### config.mk
export PLATFORM = sky130hd
export DESIGN_NAME = fft_spectrum_buf_flat
export DESIGN_NICKNAME = d
export VERILOG_FILES = /design/src/rtl/fft_spectrum_buf_if.sv /design/src/rtl/fft_spectrum_buf.sv /design/src/flat_wrapper.sv
export SDC_FILE = /design/constraint.sdc
export NUM_CORES = 1
export LEC_CHECK = 0
export CORE_MARGIN = 2
export CORE_UTILIZATION = 45
export CTS_BUF_LIST = sky130_fd_sc_hd__clkbuf_16
export DETAILED_ROUTE_END_ITERATION = 12
export GPL_ROUTABILITY_DRIVEN = 0
export PLACE_DENSITY = 0.59
export RECOVER_POWER = 100
export SLEW_MARGIN = 10
export SYNTH_ARGS = -nofsm -noshare
export SYNTH_HDL_FRONTEND = slang
export SYNTH_SLANG_ARGS = --single-unit
### constraint.sdc
create_clock -name lcd_pclk -period 3.1 [get_ports lcd_pclk]
set_clock_uncertainty 0.2 [all_clocks]
set_input_delay 0.93 -clock lcd_pclk [delete_from_list [all_inputs] [get_ports lcd_pclk]]
set_output_delay 0.93 -clock lcd_pclk [all_outputs]
set_load 0.02 [all_outputs]
### src/rtl/fft_spectrum_buf_if.sv
// Bus bundle for fft_spectrum_buf: FFT magnitude input stream plus the
// LCD-side read request/response signals.
interface fft_spectrum_buf_if;
  logic        mag_valid;
  logic [15:0] mag_data;
  logic        mag_last;
  logic        frame_start;
  logic        data_req;
  logic        fft_point_done;
  logic [7:0]  fft_point_cnt;
  logic [7:0]  fft_data;
  logic        frame_drop;
  logic        frame_err;

  // Producer/display side (drives magnitudes and display requests)
  modport master (
    output mag_valid, mag_data, mag_last, frame_start, data_req, fft_point_done,
    input  fft_point_cnt, fft_data, frame_drop, frame_err
  );

  // Spectrum buffer side
  modport slave (
    input  mag_valid, mag_data, mag_last, frame_start, data_req, fft_point_done,
    output fft_point_cnt, fft_data, frame_drop, frame_err
  );
endinterface

### src/rtl/fft_spectrum_buf.sv
// fft_spectrum_buf: stores one 128-point spectrum (8-bit scaled magnitudes)
// for an LCD renderer. Optional macro FFT_SPEC_DBUF_EN enables a front/back
// double buffer that swaps only at LCD frame start; without it a single
// buffer is written and read directly (tearing allowed).
module fft_spectrum_buf #(
  parameter int MAG_SHIFT = 8
) (
  input logic              lcd_pclk,
  input logic              rst_n,
  fft_spectrum_buf_if.slave bus
);

`ifdef FFT_SPEC_DBUF_EN
  localparam int RAM_AW = 8;  // MSB selects the bank
  typedef enum logic {W_FILL, W_PEND} wstate_t;
`else
  localparam int RAM_AW = 7;
  typedef enum logic {W_FILL} wstate_t;
`endif

  logic [7:0]        r_mem [0:(1<<RAM_AW)-1];
  logic [7:0]        r_ram_q;
  wstate_t           r_state, w_state_next;
  logic [6:0]        r_wr_addr, w_wr_addr_next;
  logic              r_ovf, w_ovf_next;
  logic              w_we, w_err;
  logic              r_frame_err;
  logic [15:0]       w_shifted;
  logic [7:0]        w_point;
  logic [6:0]        r_cnt, w_cnt_next;
  logic              r_load, w_reload;
  logic [7:0]        r_fft_data;
  logic [RAM_AW-1:0] w_wr_ram_addr, w_rd_ram_addr;

  // Scale and saturate the incoming magnitude to one display point
  assign w_shifted = bus.mag_data >> MAG_SHIFT;
  assign w_point   = (|w_shifted[15:8]) ? 8'hFF : w_shifted[7:0];

`ifdef FFT_SPEC_DBUF_EN
  logic r_front, r_swap_d, w_swap, w_drop, r_frame_drop;
  assign w_wr_ram_addr = {~r_front, r_wr_addr};
  assign w_rd_ram_addr = {r_front, w_cnt_next};
  // A swap changes the bank under the reader, so reload one cycle later
  assign w_reload      = bus.data_req | bus.fft_point_done | r_swap_d;
  assign bus.frame_drop = r_frame_drop;

  // Bank select, delayed swap flag and drop pulse
  always_ff @(posedge lcd_pclk or negedge rst_n) begin
    if (!rst_n) begin
      r_front      <= 1'b0;
      r_swap_d     <= 1'b0;
      r_frame_drop <= 1'b0;
    end else begin
      if (w_swap) r_front <= ~r_front;
      r_swap_d     <= w_swap;
      r_frame_drop <= w_drop;
    end
  end
`else
  logic w_unused_ok;
  assign w_unused_ok   = bus.frame_start;
  assign w_wr_ram_addr = r_wr_addr;
  assign w_rd_ram_addr = w_cnt_next;
  assign w_reload      = bus.data_req | bus.fft_point_done;
  assign bus.frame_drop = 1'b0;
`endif

  // Spectrum RAM: write port for the FFT side, registered read for display
  always_ff @(posedge lcd_pclk) begin
    if (w_we) r_mem[w_wr_ram_addr] <= w_point;
    r_ram_q <= r_mem[w_rd_ram_addr];
  end

  // Write FSM next-state: fill, frame-length checking, pending swap
  always_comb begin
    w_state_next   = r_state;
    w_wr_addr_next = r_wr_addr;
    w_ovf_next     = r_ovf;
    w_we           = 1'b0;
    w_err          = 1'b0;
`ifdef FFT_SPEC_DBUF_EN
    w_swap         = 1'b0;
    w_drop         = 1'b0;
`endif
    case (r_state)
      W_FILL: begin
        if (bus.mag_valid) begin
          if (r_ovf) begin
            // Over-long frame: drop samples until its mag_last arrives
            if (bus.mag_last) begin
              w_err          = 1'b1;
              w_wr_addr_next = '0;
              w_ovf_next     = 1'b0;
            end
          end else begin
            w_we = 1'b1;
            if (bus.mag_last) begin
              w_wr_addr_next = '0;
              w_err          = (r_wr_addr != 7'd127);
`ifdef FFT_SPEC_DBUF_EN
              if (r_wr_addr == 7'd127) w_state_next = W_PEND;
`endif
            end else if (r_wr_addr == 7'd127) begin
              w_ovf_next = 1'b1;
            end else begin
              w_wr_addr_next = r_wr_addr + 7'd1;
            end
          end
        end
      end
`ifdef FFT_SPEC_DBUF_EN
      W_PEND: begin
        if (bus.frame_start) begin
          w_swap       = 1'b1;
          w_state_next = W_FILL;
        end
        if (bus.mag_valid && bus.mag_last) w_drop = 1'b1;
      end
`endif
      default: w_state_next = W_FILL;
    endcase
  end

  // Write FSM state, write address and error pulse registers
  always_ff @(posedge lcd_pclk or negedge rst_n) begin
    if (!rst_n) begin
      r_state     <= W_FILL;
      r_wr_addr   <= '0;
      r_ovf       <= 1'b0;
      r_frame_err <= 1'b0;
    end else begin
      r_state     <= w_state_next;
      r_wr_addr   <= w_wr_addr_next;
      r_ovf       <= w_ovf_next;
      r_frame_err <= w_err;
    end
  end

  // Read index: end-of-line wins over advance; advance saturates at 127
  always_comb begin
    w_cnt_next = r_cnt;
    if (bus.fft_point_done)                    w_cnt_next = '0;
    else if (bus.data_req && r_cnt != 7'd127)  w_cnt_next = r_cnt + 7'd1;
  end

  // Read index and output data; fft_data only changes on a reload
  always_ff @(posedge lcd_pclk or negedge rst_n) begin
    if (!rst_n) begin
      r_cnt      <= '0;
      r_load     <= 1'b0;
      r_fft_data <= '0;
    end else begin
      r_cnt  <= w_cnt_next;
      r_load <= w_reload;
      if (r_load) r_fft_data <= r_ram_q;
    end
  end

  assign bus.fft_point_cnt = {1'b0, r_cnt};
  assign bus.fft_data      = r_fft_data;
  assign bus.frame_err     = r_frame_err;

endmodule

### src/flat_wrapper.sv
// flat-port wrapper written by rule: the top's interface ports become plain ports
module fft_spectrum_buf_flat 
#(
  parameter int MAG_SHIFT = 8
)
  (lcd_pclk, rst_n, bus_mag_valid, bus_mag_data, bus_mag_last, bus_frame_start, bus_data_req, bus_fft_point_done, bus_fft_point_cnt, bus_fft_data, bus_frame_drop, bus_frame_err);
  fft_spectrum_buf_if bus_i ();
  input logic lcd_pclk;
  input logic rst_n;
  input wire logic [$bits(bus_i.mag_valid)-1:0] bus_mag_valid;
  input wire logic [$bits(bus_i.mag_data)-1:0] bus_mag_data;
  input wire logic [$bits(bus_i.mag_last)-1:0] bus_mag_last;
  input wire logic [$bits(bus_i.frame_start)-1:0] bus_frame_start;
  input wire logic [$bits(bus_i.data_req)-1:0] bus_data_req;
  input wire logic [$bits(bus_i.fft_point_done)-1:0] bus_fft_point_done;
  output wire logic [$bits(bus_i.fft_point_cnt)-1:0] bus_fft_point_cnt;
  output wire logic [$bits(bus_i.fft_data)-1:0] bus_fft_data;
  output wire logic [$bits(bus_i.frame_drop)-1:0] bus_frame_drop;
  output wire logic [$bits(bus_i.frame_err)-1:0] bus_frame_err;
  assign bus_i.mag_valid = bus_mag_valid;
  assign bus_i.mag_data = bus_mag_data;
  assign bus_i.mag_last = bus_mag_last;
  assign bus_i.frame_start = bus_frame_start;
  assign bus_i.data_req = bus_data_req;
  assign bus_i.fft_point_done = bus_fft_point_done;
  assign bus_fft_point_cnt = bus_i.fft_point_cnt;
  assign bus_fft_data = bus_i.fft_data;
  assign bus_frame_drop = bus_i.frame_drop;
  assign bus_frame_err = bus_i.frame_err;
  fft_spectrum_buf #(.MAG_SHIFT(MAG_SHIFT)) u_core (.lcd_pclk(lcd_pclk), .rst_n(rst_n), .bus(bus_i));
endmodule
# --- Word level (Yosys, flattened, before mapping) ---
# Memory sizes are Yosys's and may differ from the RTL's. A register that Yosys moved wholly into a read port is not among the register bits.
# Index checks and enable logic that the tools add are counted.
totals:
  regBits: 25
  latchBits: 0
  ram_bits: 1024
  romBits: 0
  input_bits: 23
  out_inout_bits: 18
  n_memories: 1
op_classes:
  add_sub_neg: 2
  n_mul: 0
  div: 0
  magnitude_cmp: 0
  eq_ne: 5
  shifts: 0
  muxes: 18
  bitwise_logic: 1
  n_reduce_logical: 2
memory_table:
  columns: ["name", "depth", "width", "read_ports", "rd_clocked_by_memory_dff", "write_ports", "line_no", "rtl"]
  rows:
  - ["u_core.r_mem", 128, 8, 1, 1, 1, "fft_spectrum_buf.sv:21", "logic [7:0] r_mem [0:(1<<RAM_AW)-1];"]
ops:
  columns: ["op", "count"]
  rows:
  - ["$mux W7", 6]
  - ["$add A7 B1 Y7 const B", 2]
  - ["$ne A7 B7 Y1 const B", 2]
  - ["$mux W1", 12]
  - ["$eq A7 B7 Y1 const B", 1]
  - ["$ne A2 B2 Y1 const B", 2]
  - ["$reduce_and A3 Y1", 1]
  - ["$logic_and A1 B1 Y1", 1]
  - ["$or A1 B1 Y1", 1]

# --- Longest topological paths before layout ---
# Gate-level depths: netlist (run 1).
logic_depth:
  ltp_word: 4
  ltp_mapped: 16
  depth_no_buf: 11

# --- Worst setup path after synthesis (run 1) ---
# Ideal clock, no wire load.
synth_path:
  path_type: "input-to-reg"
  from: "input bus_data_req"
  to: "register u_core.r_ram_q[2] (read register of u_core.r_mem)"
  t_arrival_ns: 2.897
  required_time_ns: 2.783
  setup_slack_ns: -0.114
  stages: 10
  cell_sequence: "buf_2 -> and4_1 -> a22o_1 -> a2111oi_4 -> buf_6 -> o221ai_1 -> a41oi_1 -> nor4_1 -> a2bb2oi_1 -> and4bb_1"
synth_via:
  elab_chain_len: 3
synth_lines:
  columns: ["item", "line_no", "rtl"]
  rows:
  - ["start: declaration", "flat_wrapper.sv:14", "input wire logic [$bits(bus_i.data_req)-1:0] bus_data_req;"]
  - ["$logic_and A1 B1 Y1", "fft_spectrum_buf.sv:143", "else if (bus.data_req && r_cnt != 7'd127) w_cnt_next = r_cnt + 7'd1;"]
  - ["$mux W7", "fft_spectrum_buf.sv:143", null]
  - ["$mux W7", "fft_spectrum_buf.sv:142", "if (bus.fft_point_done) w_cnt_next = '0;"]
  - ["end: declaration", "fft_spectrum_buf.sv:22", "logic [7:0] r_ram_q;"]
# No other way between the ends.
# A chain may end at the register's enable or synchronous reset.

# --- Worst setup path in the final report (run 1) ---
layout_path:
  from: "register u_core.r_cnt[0]"
  to: "register u_core.r_ram_q[7] (read register of u_core.r_mem)"
layout_via:
  elab_chain_len: 4
layout_lines:
  columns: ["item", "line_no", "rtl"]
  rows:
  - ["start: declaration", "fft_spectrum_buf.sv:30", "logic [6:0] r_cnt, w_cnt_next;"]
  - ["start signal: assignment", "fft_spectrum_buf.sv:153", "r_cnt <= w_cnt_next;"]
  - ["branches (longest 2 deep; another with $add A7 B1 Y7)", null, null]
  - ["$mux W7 (*)", "fft_spectrum_buf.sv:143", null]
  - ["$mux W7 (*)", "fft_spectrum_buf.sv:142", null]
# Every way passes the cells marked *.

==> flow_metrics.py, run 1 <==
metrics = {
    "status": {
        "status": "finished with violations",
        "violations": "max-capacitance violations, max-slew violations, negative setup slack",
    },
    "sta": {
        "setup_viol": 8,
        "period_minus_slack_ns": 3.514,
        "worst_pin_slew_ns": 1.912,
        "setup_ws_ns": -0.4142,
        "slew_headroom": -0.2745,
        "timing.hold.ws_ns": 0.2972,
        "clock.fmax_mhz": 284.6,
        "setup_tns_ns": -2.706,
        "post-route-period-util": 1.134,
        "rsz0062_at_grt": "true",
        "maxSlewViolCount": 498,
        "final_hold_viol_count": 0,
    },
    "final_layout": {
        "final_cells": 4743,
        "fill_cells": 7435,
        "final_common_cell": "edfxtp_1",
        "layout_common_cells": "edfxtp_1, nand2_1, buf_4, mux2i_1, nor2_1",
        "multi_input_area_mm2": 0.01126,
        "final_area_mm2": 0.05308,
        "drive_above_1_share": 0.2655,
        "postLayoutCoreUtil": 0.5604,
        "regArea_mm2": 0.03154,
        "fin_nets": 3413,
        "area_growth_syn_to_layout_pct": 23.90,
    },
    "synthesis": {
        "synth_seq_cells": 1057,
        "yosysUniqueCellTypes": 67,
        "avgSynthCellArea_um2": 14.63,
        "seq_area_frac_synth": 0.7360,
        "ys_warn_count": 0,
        "synth_flop_cell": "edfxtp_1",
        "netlist_instances": 2928,
        "synth_edf_count": 1024,
        "syn_area_mm2": 0.04284,
        "async_flop_share": 0.02365,
    },
    "worst_setup_path": {
        "crit_type": "register to register",
        "cp-end-kind": "register",
        "cp-start-kind": "register",
        "r2r_start": "u_core.r_cnt[0]",
        "arrival_ns": 3.93,
        "required_ns": 3.52,
        "worst-path-max-fanout": 8,
        "critPathLaunch": "u_core.r_cnt[0]",
    },
    "route": {
        "first_pass_iters": 5,
        "detail-route-antenna-nets": 0,
        "viasPerCell": 5.853,
        "wl_per_cell_um": 26.34,
        "totalWireLength_um": 124900,
        "initialDrtViolationCount": 3355,
        "dr_total_vias": 27760,
        "route.detailed.drc": 0,
    },
    "flow_run": {
        "max_cap_viol_count": 9,
    },
    "worst_hold_path": {
        "min_path_type": "register to register",
        "min_from": "u_core.r_ram_q[7]",
    },
    "die": {
        "die_h_um": 312.6,
        "placementRows": 113,
        "die_area_mm2": 0.09769,
        "ios": 41,
        "core_mm2": 0.09473,
        "start_util": 0.4523,
        "die_w_um": 312.6,
    },
    "clocking": {
        "numCtsBuffers": 106,
        "cts.sinks": 1057,
        "clkLatencyLatePin_ns": 0.69,
        "cts_buffer_depth": 3,
        "cts_root_buf": "clkbuf_16",
        "clk_pin_slew_worst_paths_ns": 0.06,
        "htree_levels": 3,
        "cts_tree": "built",
        "cts_hold_buffers": 0,
    },
    "placement": {
        "hpwl_um": 82680,
        "place_area_mm2": 0.04792,
        "dp_cells": 4494,
        "port_buffers": 29,
        "place_ws_ns": -1.729,
    },
    "power": {
        "p_leak_nw": 18.87,
        "vdd_drop_max_uv": 434.4,
        "power_mw": 31.33,
        "power_density_mw_per_mm2": 590.2,
    },
    "grt": {
        "grt-ovfl-total": 0,
        "grt_pass1_vias": 27060,
        "track_usage": 0.2517,
        "antenna_found_initial": 4,
        "grt_pass1_wl_um": 181100,
        "grt_max_degree": 129,
    },
}
[kinds of logic after synthesis]
family | after synthesis | share of synthesized area
flip-flops | 1057 | 0.7360
AND/OR/NAND/NOR | 901 | 0.09298
other | 1 | 0.00008753
AO/OA/AOI/OAI | 537 | 0.08843
multiplexers | 219 | 0.05481
adder cells (fa/ha/maj) | 2 | 0.0005840
buffers and inverters | 208 | 0.02646
XOR/XNOR | 3 | 0.0006134
[Yosys cell counts (all sizes together) (41+ instances only)]
cell / n / area (um^2)
a21oi: 158 / 790.8
o221ai: 48 / 420.4
a31oi: 42 / 275.3
a32o: 41 / 410.4
a211oi: 65 / 488.0
edfxtp: 1024 / 30750
buf: 140 / 872.1
nand3: 71 / 355.3
nor2: 140 / 525.5
clkbuf: 59 / 221.5
nand2: 512 / 1929
o21ai: 47 / 235.2
mux2i: 175 / 1752
and3: 60 / 375.4
[worst paths after layout]
check / to / slack, ns / cells after the start
worst max-delay path: u_core.r_ram_q[7] / -0.41 / 15
worst min-delay path: u_core.bus.fft_data[7] / 0.30 / 1
worst max register to register: u_core.r_ram_q[7] / -0.41 / 15
worst min register to register: u_core.bus.fft_data[7] / 0.30 / 1
max in group asynchronous: u_core.r_cnt[0] / 1.05 / 1
min in group asynchronous: u_core.bus.fft_data[1] / 0.51 / 1
[flip-flops by register name, summed over array words and instances, names as in the netlist]
| register | cells |
|---|---|
| u_core.r_wr_addr | 7 |
| u_core.bus.fft_data | 8 |
| u_core.r_cnt | 7 |
| u_core.r_load | 1 |
| u_core.r_ovf | 1 |
| u_core.bus.frame_err | 1 |
| u_core.r_mem | 1024 |
| u_core.r_ram_q | 8 |
[critical path, stage by stage (launching register included)]
cell	delay (ns)
dfrtp_2	0.40
ha_4	0.15
buf_6	0.13
nand4_4	0.13
buf_6	0.17
o21ai_4	0.17
a21o_4	0.19
buf_6	0.11
buf_12	0.17
buf_8	0.14
nand2_1	0.06
nand3_1	0.11
nand4_1	0.22
or4_4	0.62
a2bb2oi_4	0.27
and4bb_1	0.21
[routing by layer]
layer  vias to the layer above  GRT usage  share of wire
li1                      12270          -              -
met1                     14020     0.3570           0.42
met2                      1244     0.3985           0.47
met3                       231    0.04333          0.082
met4                         2    0.07982          0.032
met5                         -          0       0.000088
[area by class of cell]
type	instances	area share
Sequential cell	1057	0.5941
Tap cell	1265	0.02982
Clock inverter	86	0.01447
Clock buffer	110	0.05186
Timing Repair Buffer	549	0.09614
Inverter	9	0.001414
Multi-Input combinational cell	1665	0.2121
Antenna cell	2	0.00009428
[where the power goes]
group | leakage, nW | total (mW) | internal (mW) | switching [mW]
registers | 9.60 | 15.8 | 15.7 | 0.0688
clock network | 1.78 | 12.9 | 7.43 | 5.44
logic | 7.50 | 2.64 | 1.06 | 1.58
total | 18.9 | 31.3 | 24.2 | 7.09
[what timing repair did]
item	in CTS	in global routing
setup buffers	28	17
cloned	8	1
resized for setup	170	93
endpoints found under the setup margin	11	9
pin swaps	36	37
Note: power is estimated with default switching activity, not from simulation.
==> run 2, diff against run 1 <==
- CORE_MARGIN: 2 -> unset
==> run 2 against run 1 <==
Against the previous run: the flow still finishes with violations (max-capacitance violations, max-slew violations, negative setup slack); worst setup slack worse by 0.0028 ns; combinational power up 2%; final area down 0.12%; global-route usage up 0.65 points; sequential power about the same; critical path type unchanged; critical endpoint is now u_core.r_ram_q[2].
==> flow_metrics.py, run 2 (synthesized netlist as in run 1, its figures left out) <==
metrics = {
    "clocking": {
        "cts_buffer_depth": 3,
        "cts_hold_buffers": 0,
        "numCtsBuffers": 108,
        "htree_levels": 3,
        "cts_root_buf": "clkbuf_16",
        "cts_tree": "built",
        "clk_pin_slew_worst_paths_ns": 0.06,
        "cts.sinks": 1057,
        "clkLatencyLatePin_ns": 0.70,
    },
    "sta": {
        "post-route-period-util": 1.135,
        "maxSlewViolCount": 516,
        "setup_ws_ns": -0.4170,
        "setup_tns_ns": -2.883,
        "setup_viol": 8,
        "rsz0062_at_grt": "true",
        "worst_pin_slew_ns": 1.869,
        "slew_headroom": -0.2458,
        "clock.fmax_mhz": 284.3,
        "period_minus_slack_ns": 3.517,
        "final_hold_viol_count": 0,
    },
    "die": {
        "placementRows": 112,
        "core_mm2": 0.09375,
        "ios": 41,
        "die_area_mm2": 0.09645,
        "start_util": 0.4570,
        "die_w_um": 310.6,
        "die_h_um": 310.6,
    },
    "grt": {
        "grt-ovfl-total": 0,
        "grt_pass1_vias": 27440,
        "grt_max_degree": 129,
        "grt_pass1_wl_um": 183800,
        "track_usage": 0.2583,
        "antenna_found_initial": 3,
    },
    "route": {
        "initialDrtViolationCount": 3100,
        "dr_total_vias": 28010,
        "detail-route-antenna-nets": 0,
        "first_pass_iters": 6,
        "route.detailed.drc": 0,
        "viasPerCell": 5.949,
        "wl_per_cell_um": 27.27,
        "totalWireLength_um": 128400,
    },
    "final_layout": {
        "regMostFlops": "u_core.r_mem",
        "multi_input_area_mm2": 0.01144,
        "fill_cells": 7287,
        "fin_nets": 3384,
        "drive_above_1_share": 0.2564,
        "area_growth_syn_to_layout_pct": 23.75,
        "layout_common_cells": "edfxtp_1, nand2_1, buf_4, mux2i_1, nor2_1",
        "final_cells": 4708,
        "postLayoutCoreUtil": 0.5656,
        "largest_register_ffs": 1024,
        "final_common_cell": "edfxtp_1",
        "regArea_mm2": 0.03154,
    },
    "worst_setup_path": {
        "cp-end-kind": "register",
        "crit_type": "register to register",
        "arrival_ns": 3.95,
        "cp_slowest_cell": "dfrtp_2",
        "cp_cell_sequence": "ha_4 -> buf_6 -> and4_4 -> buf_4 -> a21oi_1 -> a31oi_1 -> and2_4 -> buf_12 -> buf_4 -> buf_4 -> o221ai_2 -> o22ai_4 -> nor4_4 -> a2bb2oi_1 -> buf_4 -> and4bb_1",
        "crit_path_max_incr_delay_ns": 0.45,
        "worst-path-max-fanout": 6,
        "crit_path_frequent_cell": "buf_4",
        "required_ns": 3.53,
        "cp-start-kind": "register",
    },
    "power": {
        "vdd_drop_max_uv": 480.6,
        "power_density_mw_per_mm2": 589.7,
        "power_mw": 31.27,
        "p_leak_nw": 18.82,
    },
    "placement": {
        "port_buffers": 29,
        "dp_cells": 4457,
        "hpwl_um": 82070,
    },
    "status": {
        "violations": "max-capacitance violations, max-slew violations, negative setup slack",
        "status": "finished with violations",
    },
    "flow_run": {
        "max_cap_viol_count": 8,
    },
    "worst_hold_path": {
        "min_path_type": "register to register",
    },
}
-- run 2: area by class of cell --
type,count,share of cell area
timing repair inverter,2,0.0003304
clock buffer,111,0.05239
inverter,9,0.001274
timing repair buffer,517,0.09250
sequential,1057,0.5948
tap,1254,0.02959
multi-input combinational,1664,0.2157
clock inverter,92,0.01333
antenna,2,0.00009439
-- run 2: stage by stage --
stage	instance area, um^2	setup slack [ns]	hold slack [ns]
floorplan	43060	-0.02174	0.2389
global placement	47760	-2.039	0.2966
detailed placement	47760	-2.090	0.3148
CTS	52340	-0.3867	0.2742
global route	53020	-0.4566	0.3476
finish	53020	-0.4170	0.3149
-- run 2: worst paths after layout --
check | from | endpoint | slack [ns] | depth (start not counted)
worst max-delay path | u_core.r_cnt[0] | u_core.r_ram_q[2] | -0.42 | 16
worst min-delay path | u_core.bus.fft_data[0] | u_core.bus.fft_data[0] | 0.31 | 1
worst max register to register | u_core.r_cnt[0] | u_core.r_ram_q[2] | -0.42 | 16
worst min register to register | u_core.bus.fft_data[0] | u_core.bus.fft_data[0] | 0.31 | 1
max in group asynchronous | rst_n | u_core.r_cnt[0] | 0.45 | 2
min in group asynchronous | rst_n | u_core.bus.fft_data[1] | 1.06 | 2
-- run 2: timing repair --
| item | 4_1_cts | 5_1_grt |
|---|---|---|
| gates resized for setup | 142 | 135 |
| cloned | 8 | 5 |
| pin swaps | 38 | 57 |
| endpoints found under the setup margin | 11 | 10 |
| endpoints found under the hold margin | 0 | 0 |
| buffers inserted | 23 | 21 |
-- run 2: layer usage --
layer | GRT usage | part of all wire
met5 | 0 | 0
met4 | 0.09383 | 0.037
met3 | 0.03724 | 0.084
met2 | 0.4127 | 0.47
met1 | 0.3605 | 0.41
-- run 2: worst max-delay path, delay by kind of cell, from the launching register on --
kind                     cells  cell delay (ns)
AO/OA/AOI/OAI                5             0.71
buffers and inverters        6             0.85
adder cells (fa/ha/maj)      1             0.18
AND/OR/NAND/NOR              4             1.06
flip-flops                   1             0.45
-- run 2: report_power, final --
group	internal, mW	switching [mW]	leakage, nW	total, mW
registers	15.7	0.0843	9.60	15.8
logic	1.08	1.60	7.41	2.68
clock network	7.37	5.39	1.81	12.8
